--- src/rtl/ps2_key_event_ctrl.sv ---
// PS/2 scan-code sequencer: folds E0/F0 prefixes into make/break key events,
// filters typematic repeats, queues events in a show-ahead FIFO and tracks paddle keys.
module ps2_key_event_ctrl #(
    parameter int ADDR_W        = 3,
    parameter int TIMEOUT_CYC   = 1_000_000,
    parameter bit REPEAT_FILTER = 1'b1
) (
    input  logic       clk,
    input  logic       reset,
    input  logic       rx_done_tick,
    input  logic [7:0] rx_data,
    input  logic       rd_en,
    output logic [9:0] ev_dout,
    output logic       ev_empty,
    output logic       ev_full,
    output logic       overflow,
    output logic       key_w,
    output logic       key_s,
    output logic       key_up,
    output logic       key_dn
);

    localparam int DEPTH = 2 ** ADDR_W;
    localparam int CNT_W = (TIMEOUT_CYC > 2) ? $clog2(TIMEOUT_CYC) : 1;
    localparam logic [CNT_W-1:0] CNT_LAST = CNT_W'(TIMEOUT_CYC - 1);
    localparam logic [7:0] BYTE_E0 = 8'hE0;
    localparam logic [7:0] BYTE_F0 = 8'hF0;

    typedef enum logic [1:0] {
        IDLE,
        GOT_E0,
        GOT_F0,
        GOT_E0F0
    } state_t;

    state_t           state, state_nxt;
    logic [CNT_W-1:0] cnt, cnt_nxt;

    logic             raw_valid;
    logic [9:0]       raw_ev;
    logic             repeat_hit;
    logic             push;

    logic [8:0]       last_make;
    logic             last_valid;

    logic [9:0]       mem [DEPTH];
    logic [ADDR_W-1:0] wr_ptr, rd_ptr;
    logic [ADDR_W:0]  count;
    logic             do_pop, do_wr;

    // ---------------- prefix sequencer ----------------
    always_ff @(posedge clk) begin
        if (reset) begin
            state <= IDLE;
            cnt   <= '0;
        end else begin
            state <= state_nxt;
            cnt   <= cnt_nxt;
        end
    end

    always_comb begin
        state_nxt = state;
        cnt_nxt   = cnt;
        raw_valid = 1'b0;
        raw_ev    = '0;
        if (rx_done_tick) begin
            cnt_nxt = '0;
            case (state)
                IDLE: begin
                    if (rx_data == BYTE_E0)      state_nxt = GOT_E0;
                    else if (rx_data == BYTE_F0) state_nxt = GOT_F0;
                    else begin
                        raw_valid = 1'b1;
                        raw_ev    = {2'b00, rx_data};
                    end
                end
                GOT_E0: begin
                    if (rx_data == BYTE_F0)      state_nxt = GOT_E0F0;
                    else if (rx_data != BYTE_E0) begin
                        raw_valid = 1'b1;
                        raw_ev    = {2'b01, rx_data};
                        state_nxt = IDLE;
                    end
                end
                GOT_F0: begin
                    if (rx_data == BYTE_E0)      state_nxt = GOT_E0F0;
                    else if (rx_data != BYTE_F0) begin
                        raw_valid = 1'b1;
                        raw_ev    = {2'b10, rx_data};
                        state_nxt = IDLE;
                    end
                end
                default: begin
                    if (rx_data != BYTE_E0 && rx_data != BYTE_F0) begin
                        raw_valid = 1'b1;
                        raw_ev    = {2'b11, rx_data};
                        state_nxt = IDLE;
                    end
                end
            endcase
        end else if (state == IDLE) begin
            cnt_nxt = '0;
        end else if (cnt == CNT_LAST) begin
            // abandoned prefix: drop it silently
            state_nxt = IDLE;
            cnt_nxt   = '0;
        end else begin
            cnt_nxt = cnt + 1'b1;
        end
    end

    // ---------------- repeat filter and key flags ----------------
    assign repeat_hit = REPEAT_FILTER && !raw_ev[9] && last_valid
                        && (last_make == raw_ev[8:0]);
    assign push       = raw_valid && !repeat_hit;

    always_ff @(posedge clk) begin
        if (reset) begin
            last_make  <= '0;
            last_valid <= 1'b0;
            key_w      <= 1'b0;
            key_s      <= 1'b0;
            key_up     <= 1'b0;
            key_dn     <= 1'b0;
        end else if (raw_valid) begin
            if (raw_ev[9]) begin
                last_valid <= 1'b0;
            end else if (!repeat_hit) begin
                last_valid <= 1'b1;
                last_make  <= raw_ev[8:0];
            end
            case (raw_ev[8:0])
                9'h01D:  key_w  <= !raw_ev[9];
                9'h01B:  key_s  <= !raw_ev[9];
                9'h175:  key_up <= !raw_ev[9];
                9'h172:  key_dn <= !raw_ev[9];
                default: ;
            endcase
        end
    end

    // ---------------- event FIFO ----------------
    assign ev_empty = (count == '0);
    assign ev_full  = (count == (ADDR_W + 1)'(DEPTH));
    assign do_pop   = rd_en && !ev_empty;
    // a full FIFO still accepts a push when the head leaves on the same edge
    assign do_wr    = push && (!ev_full || do_pop);
    assign ev_dout  = ev_empty ? '0 : mem[rd_ptr];

    always_ff @(posedge clk) begin
        if (do_wr) mem[wr_ptr] <= raw_ev;
    end

    always_ff @(posedge clk) begin
        if (reset) begin
            wr_ptr   <= '0;
            rd_ptr   <= '0;
            count    <= '0;
            overflow <= 1'b0;
        end else begin
            if (do_wr)  wr_ptr <= wr_ptr + 1'b1;
            if (do_pop) rd_ptr <= rd_ptr + 1'b1;
            case ({do_wr, do_pop})
                2'b10:   count <= count + 1'b1;
                2'b01:   count <= count - 1'b1;
                default: count <= count;
            endcase
            if (push && ev_full && !do_pop) overflow <= 1'b1;
        end
    end

endmodule

--- config.mk ---
export PLATFORM = sky130hd
export DESIGN_NAME = ps2_key_event_ctrl
export DESIGN_NICKNAME = d
export VERILOG_FILES = /design/src/rtl/ps2_key_event_ctrl.sv
export SDC_FILE = /design/constraint.sdc
export NUM_CORES = 1
export LEC_CHECK = 0
export BUFFER_PORTS_ARGS = -buffer_cell sky130_fd_sc_hd__buf_2
export CELL_PAD_IN_SITES_DETAIL_PLACEMENT = 1
export CELL_PAD_IN_SITES_GLOBAL_PLACEMENT = 2
export CORE_MARGIN = 3
export CORE_UTILIZATION = 39
export DETAILED_ROUTE_END_ITERATION = 8
export HOLD_SLACK_MARGIN = 0.15
export PLACE_DENSITY_LB_ADDON = 0.15
export SKIP_CTS_REPAIR_TIMING = 1
export SLEW_MARGIN = 30
export SYNTH_ARGS = -nofsm -noshare
export SYNTH_HDL_FRONTEND = slang
export SYNTH_SLANG_ARGS = --single-unit
--- constraint.sdc ---
create_clock -name clk -period 3 [get_ports clk]
set_input_delay 0.3 -clock clk [delete_from_list [all_inputs] [get_ports clk]]
set_output_delay 0.3 -clock clk [all_outputs]
set_load 0.05 [all_outputs]
After elaboration in Yosys (flattened, before gate mapping):

Memory sizes are Yosys's and may differ from the RTL's. A register that Yosys moved wholly into a read port is not among the register bits.
Index checks and enable logic that the tools add are counted.

* memories: 1
* bits of input ports: 12
* RAM bits: 80
* ROM bits: 0
* latch bits: 0
* register bits after elaboration: 47

* multipliers: 0
* shift-type cells: 0
* order comparisons: 0
* equality and inequality tests: 21
* reduce and logical (&&, ||, !) cells: 26
* bitwise operators: 2
* mux-type cells: 37
* add/subtract/negate cells: 5
* divide/modulo/power cells: 0

Memory list
* mem: words 8, width 10, read ports 1, clocked after memory_dff 1, write ports 1, line 47 `logic [9:0] mem [DEPTH];`

Operators by type and width (count)
* 10-bit two-way mux: 5
* 10-bit one-hot mux with 3 select lines: 1
* 20-bit by 1-bit adder with 20-bit output (second input constant): 1
* 20-bit == test (second input constant): 1
* 2-bit two-way mux: 10
* 9-bit by 5-bit == test with 1-bit output (second input constant): 2
* 9-bit == test (second input constant): 2
* 9-bit two-way mux: 2
* 8-bit == test (second input constant): 2
* 8-bit two-way mux: 2
* 8-bit != test (second input constant): 2
* 1-bit two-way mux: 12
* 2-bit AND reduction: 5
* 9-bit == test: 1
* 1-bit logical AND: 8
* 4-bit != test (second input constant): 2
* 4-bit one-hot mux with 2 select lines: 1
* 3-bit by 1-bit adder with 3-bit output (second input constant): 2
* 3-bit two-way mux: 2
* 2-bit one-hot mux with 3 select lines: 1
* 6-bit AND reduction: 1
* 1-bit logical NOT: 5
* 5-bit by 1-bit != test with 1-bit output (second input constant): 1
* 4-bit by 1-bit adder with 4-bit output (second input constant): 1
* 14 further kinds: 19

Logic depth before layout (Yosys ltp):

* depth in word-level cells: 13
* mapped depth: 14

Worst setup path before layout:

No wires, ideal clock.

* path type: flip-flop to flip-flop
* from: register count[1]
* to: memory mem[4][0], enable pin
* slack: -17 ps
* path buffers: 0
* clock period less this slack: 3017 ps
* arrival: 2610 ps
* library setup time: 408 ps
* stages on the path, launching flop included: 6
* path through: dfxtp_1 nor3_1 and2_1 nor2b_1 a211o_1 nor4b_1

RTL lines
* start, declared: line 49 `logic [ADDR_W:0] count;`
* start signal, assigned: line 166 `2'b10: count <= count + 1'b1;`
* start signal, assigned: line 167 `2'b01: count <= count - 1'b1;`
* start signal, assigned: line 168 `default: count <= count;`
* 4-bit == test: line 146 `assign ev_full = (count == (ADDR_W + 1)'(DEPTH));`
* named net ev_full: line 15 `output logic ev_full,`
* 1-bit logical NOT: line 149 `assign do_wr = push && (!ev_full || do_pop);`
* 1-bit logical OR: line 149
* 1-bit logical AND: line 149
* 1-bit two-way mux: line 153 `if (do_wr) mem[wr_ptr] <= raw_ev;`
* 1-bit two-way mux (implied by the code): line 153
* end, declared: line 47

The timed path passes the listed nets, and every way through them passes these cells.

Worst setup path in the final report:

* from: register last_make[7]
* to: register count[2]

* cells in the longest elaborated chain, start to end: 7

Ends and longest elaborated chain
* start, declared: line 44 `logic [8:0] last_make;`
* start signal, assigned: line 132 `last_make <= raw_ev[8:0];`
* 9-bit == test *: line 116 `&& (last_make == raw_ev[8:0]);`
* 1-bit logical AND *: line 116
* 1-bit logical NOT *
* 1-bit logical AND *: line 117 `assign push = raw_valid && !repeat_hit;`
* 1-bit logical AND *: line 149
* 2-bit by 1-bit == test with 1-bit output / 2-bit == test (equally long branches): line 165 `case ({do_wr, do_pop})`
* 4-bit one-hot mux with 2 select lines / 2-bit nonzero test (equally long branches)

Every way passes the cells marked *; elsewhere a longest branch is shown, timed or not.
A chain may end at the register's enable or synchronous reset.

==> impl_results.md <==
* Number of primary I/O pins at 29
* TritonCTS clock tree: built
* RR Startpoint: last_make[7]
* Summed negative setup slack over all endpoints at 0 ps
* Worst Tran Pin Value at approximately 750 ps
* Instance count of the mapped netlist at between 400 and 500
* Gpl congestion at between 0.7 and 0.8
* Post-synthesis cell area at between 5000 and 6000 µm²
* Half-perimeter wire length after detailed placement at a little under 9000 µm
* Relative slew margins at between 50% and 60%
* Routed Wire Length at about 13000 µm
* Top achievable clock speed at around 360 MHz
* Cell depth of the worst flop-to-flop path at 11
* Initial core utilization at roughly two fifths
* Worst endpoint data arrival time at 3050 ps
* Fraction of final layout cells with drive strength greater than 1 at 22.27%
* Most common cell in the synthesized netlist: edfxtp_1
* Power density over cell area at roughly 810 nW/µm²
* Post-route ant nets at 0
* Final Hold Viols at 0
* Cell type contributing the most total cell area after synthesis: edfxtp_1
* Critical R2R Capture: count[2]
* Post-Route Skew at 7.710 ps
* Max FO, Critical Path at 3
* Total Die Area at ~16000 µm²
* DRC at 0
* Peak supply drop at about 430 µV
* I/O Buffers at 28
* Area growth from synthesis to layout at 17.96%
* Area share of the leading cell type in the synthesized netlist at between 40% and 50%
* Global-route wire length before repair at approximately 21000 µm
* RSZ-0062 raised after global routing: false
* Hold endpoint: state[1]
* Floorplan Core Area at roughly 14000 µm²
* DIE HEIGHT at 127.3 µm
* Via count of the routed design at approximately 3600
* Leak at approximately 2.4 nW
* Required arrival time at the worst endpoint at 3280 ps
* Number of global-route vias before repair at 3900
* Path category of the worst min-delay check: primary input to register
* CTS Sinks at 130
* Num rows at 43
* Sequential element share of the synthesized area at 59.27%
* Maximum count of clock buffers along a single path at 2
* Largest net degree at the start of global routing at 26
* Most frequently used flop master after synthesis: edfxtp_1
* Wirelength per Cell at between 15 and 20 µm
* Synthesized Nets at 460
* PnR Total Power at ~5.5 mW
* Post-layout nets at roughly 500
* Final Core Density at 47.86%
* Number of buffers added by the clock tree synthesis step at 17
* Share of synthesized flip-flops with an asynchronous set or reset at 0%
* Overall Global Routing Usage at roughly 17%
* Type of the setup path with the least slack: register to register
* Post-synthesis register bit count at 130
* Library cells used by synthesis at 58
* Antenna diodes at 0
* Final count of negative-setup-slack endpoints at 0
* Number of enable flip-flop cells after synthesis at 80
* Flop-to-flop setup slack at approximately 240 ps
* Clock Tree Root: clkbuf_16
* Final critical-path setup slack at 239.4 ps
* Number of standard cells in the layout, taps in and fillers out at just under 700
* Crit start category: register
* Width of the chip at 127.3 µm
* Final critical-path share of the clock period at ~92%
* Min-Delay Path Depth at 3
* Min-Delay Startpoint: rx_data[4]
* Run status: complete, no violations
* Final-layout fill cell count at approximately 1500
* Cell Count Post-Placement at between 600 and 700
* Leading cell types by total area after synthesis: edfxtp_1 (42%), dfxtp_1 (17%), mux4_2 (7.8%), nor2_1 (4.6%), mux2i_1 (4.2%)
* Number of DRC markers after the initial detailed-route iteration at about 120
* Leading cell types by count after synthesis: edfxtp_1 (80), nor2_1 (70), dfxtp_1 (50), mux2i_1 (24)
* Max-capacitance violation count at 0
* Average cell area after synthesis at about 13 µm²
* Later-pin clock latency in the skew report at approximately 400 ps
* H-tree depth at 4
* Pre-CTS worst setup slack at around 55 ps
* Number of antenna violations at the first check in global routing at 0
* Clock-pin slew on the worst setup and hold paths at around 50 ps
* Number of iterations in the first detailed-routing pass at 4
* Count of yosys warnings during synthesis at 0
* Overall overflow remaining after global route at 0
* Endpoint kind of the worst setup timing path: register
* Avg Vias per Cell at roughly 5.3
* Tmin final at approximately 2800 ps
* Final-report max-slew violation count at 0
==> critical path, cell delays in order, from the launching register on <==
cell,delay (ps)
dfxtp_1,330
xor2_1,180
a311oi_1,290
a21boi_4,280
a21oi_4,80
nand2b_1,180
fa_1,390
xor2_1,190
nor2_1,90
and3_1,210
o31ai_1,320
a211oi_2,80
==> worst max path at each step <==
stage / startpoint / end / cells past startpoint
after floorplan: count[1] / mem[4][0] / 5
after global placement: rx_data[3] / count[2] / 12
after detailed placement: rx_data[3] / count[2] / 12
after CTS: last_make[7] / count[2] / 11
after global routing: last_make[3] / count[2] / 12
final: last_make[7] / count[2] / 11
==> state kept, by name, summed over array words and instances (netlist names), 2 cells and up, named ones only <==
signal     flops
state          2
cnt           20
rd_ptr         3
mem           80
count          4
last_make      9
wr_ptr         3
==> cells by family after synthesis <==
logic type,count (synthesis),synth area share (%)
fa+ha+maj,6,1.438
simple gates,164,14.73
buf+inv,30,2.266
xor+xnor,29,4.424
compound gates,37,5.382
mux,46,12.49
flops,130,59.27
==> stage by stage <==
step	instance area, µm²	hold WS [ps]
after floorplan	5742	437.8
after global placement	6205	450.4
after detailed placement	6205	461.3
after CTS	6773	252.0
after global routing	6773	310.3
final	6773	276.5
==> power breakdown <==
part	switching [mW]	internal, mW
registers	0.0798	1.99
clock network	0.704	1.30
logic	0.907	0.524
==> metal layers <==
metal	part of all wire [%]	routed length [µm]	vias up	global-route usage, %
met5	0	0	-	0
met4	1.9	243	0	6.688
met3	3.0	388	16	4.055
met2	47	6145	66	27.04
met1	48	6266	1831	23.79
li1	-	-	1729	-
==> final cells by class <==
cell class	instances	area [µm²]	area share, %
clock buffer	25	455.4	6.725
clock inverter	7	112.6	1.663
inverter	10	37.54	0.5542
multi-input combinational	282	2241	33.09
sequential	130	3403	50.25
tap	180	225.2	3.325
timing repair buffer	49	297.8	4.397
==> cell usage in the layout (no fill, tap or decap), drive strengths merged, types with 2 or more instances in the layout <==
cell type	n
ha	5
nor3b	4
xnor2	11
a211o	2
nand2b	4
clkinv	3
mux2	2
xor2	18
and4	4
nand3	13
nor4bb	2
nor2b	6
and2	9
o21ai	5
inv	10
nor4	3
and3	5
or3	2
bufinv	3
a211oi	6
mux4	20
dfxtp	50
nor4b	3
clkbuf	25
a21oi	9
nand4	9
nor3	6
o31ai	2
buf	49
nor2	70
a31oi	2
mux2i	24
edfxtp	80
a21o	2
nand2	20
No activity file was read; power rests on OpenSTA's default activity.
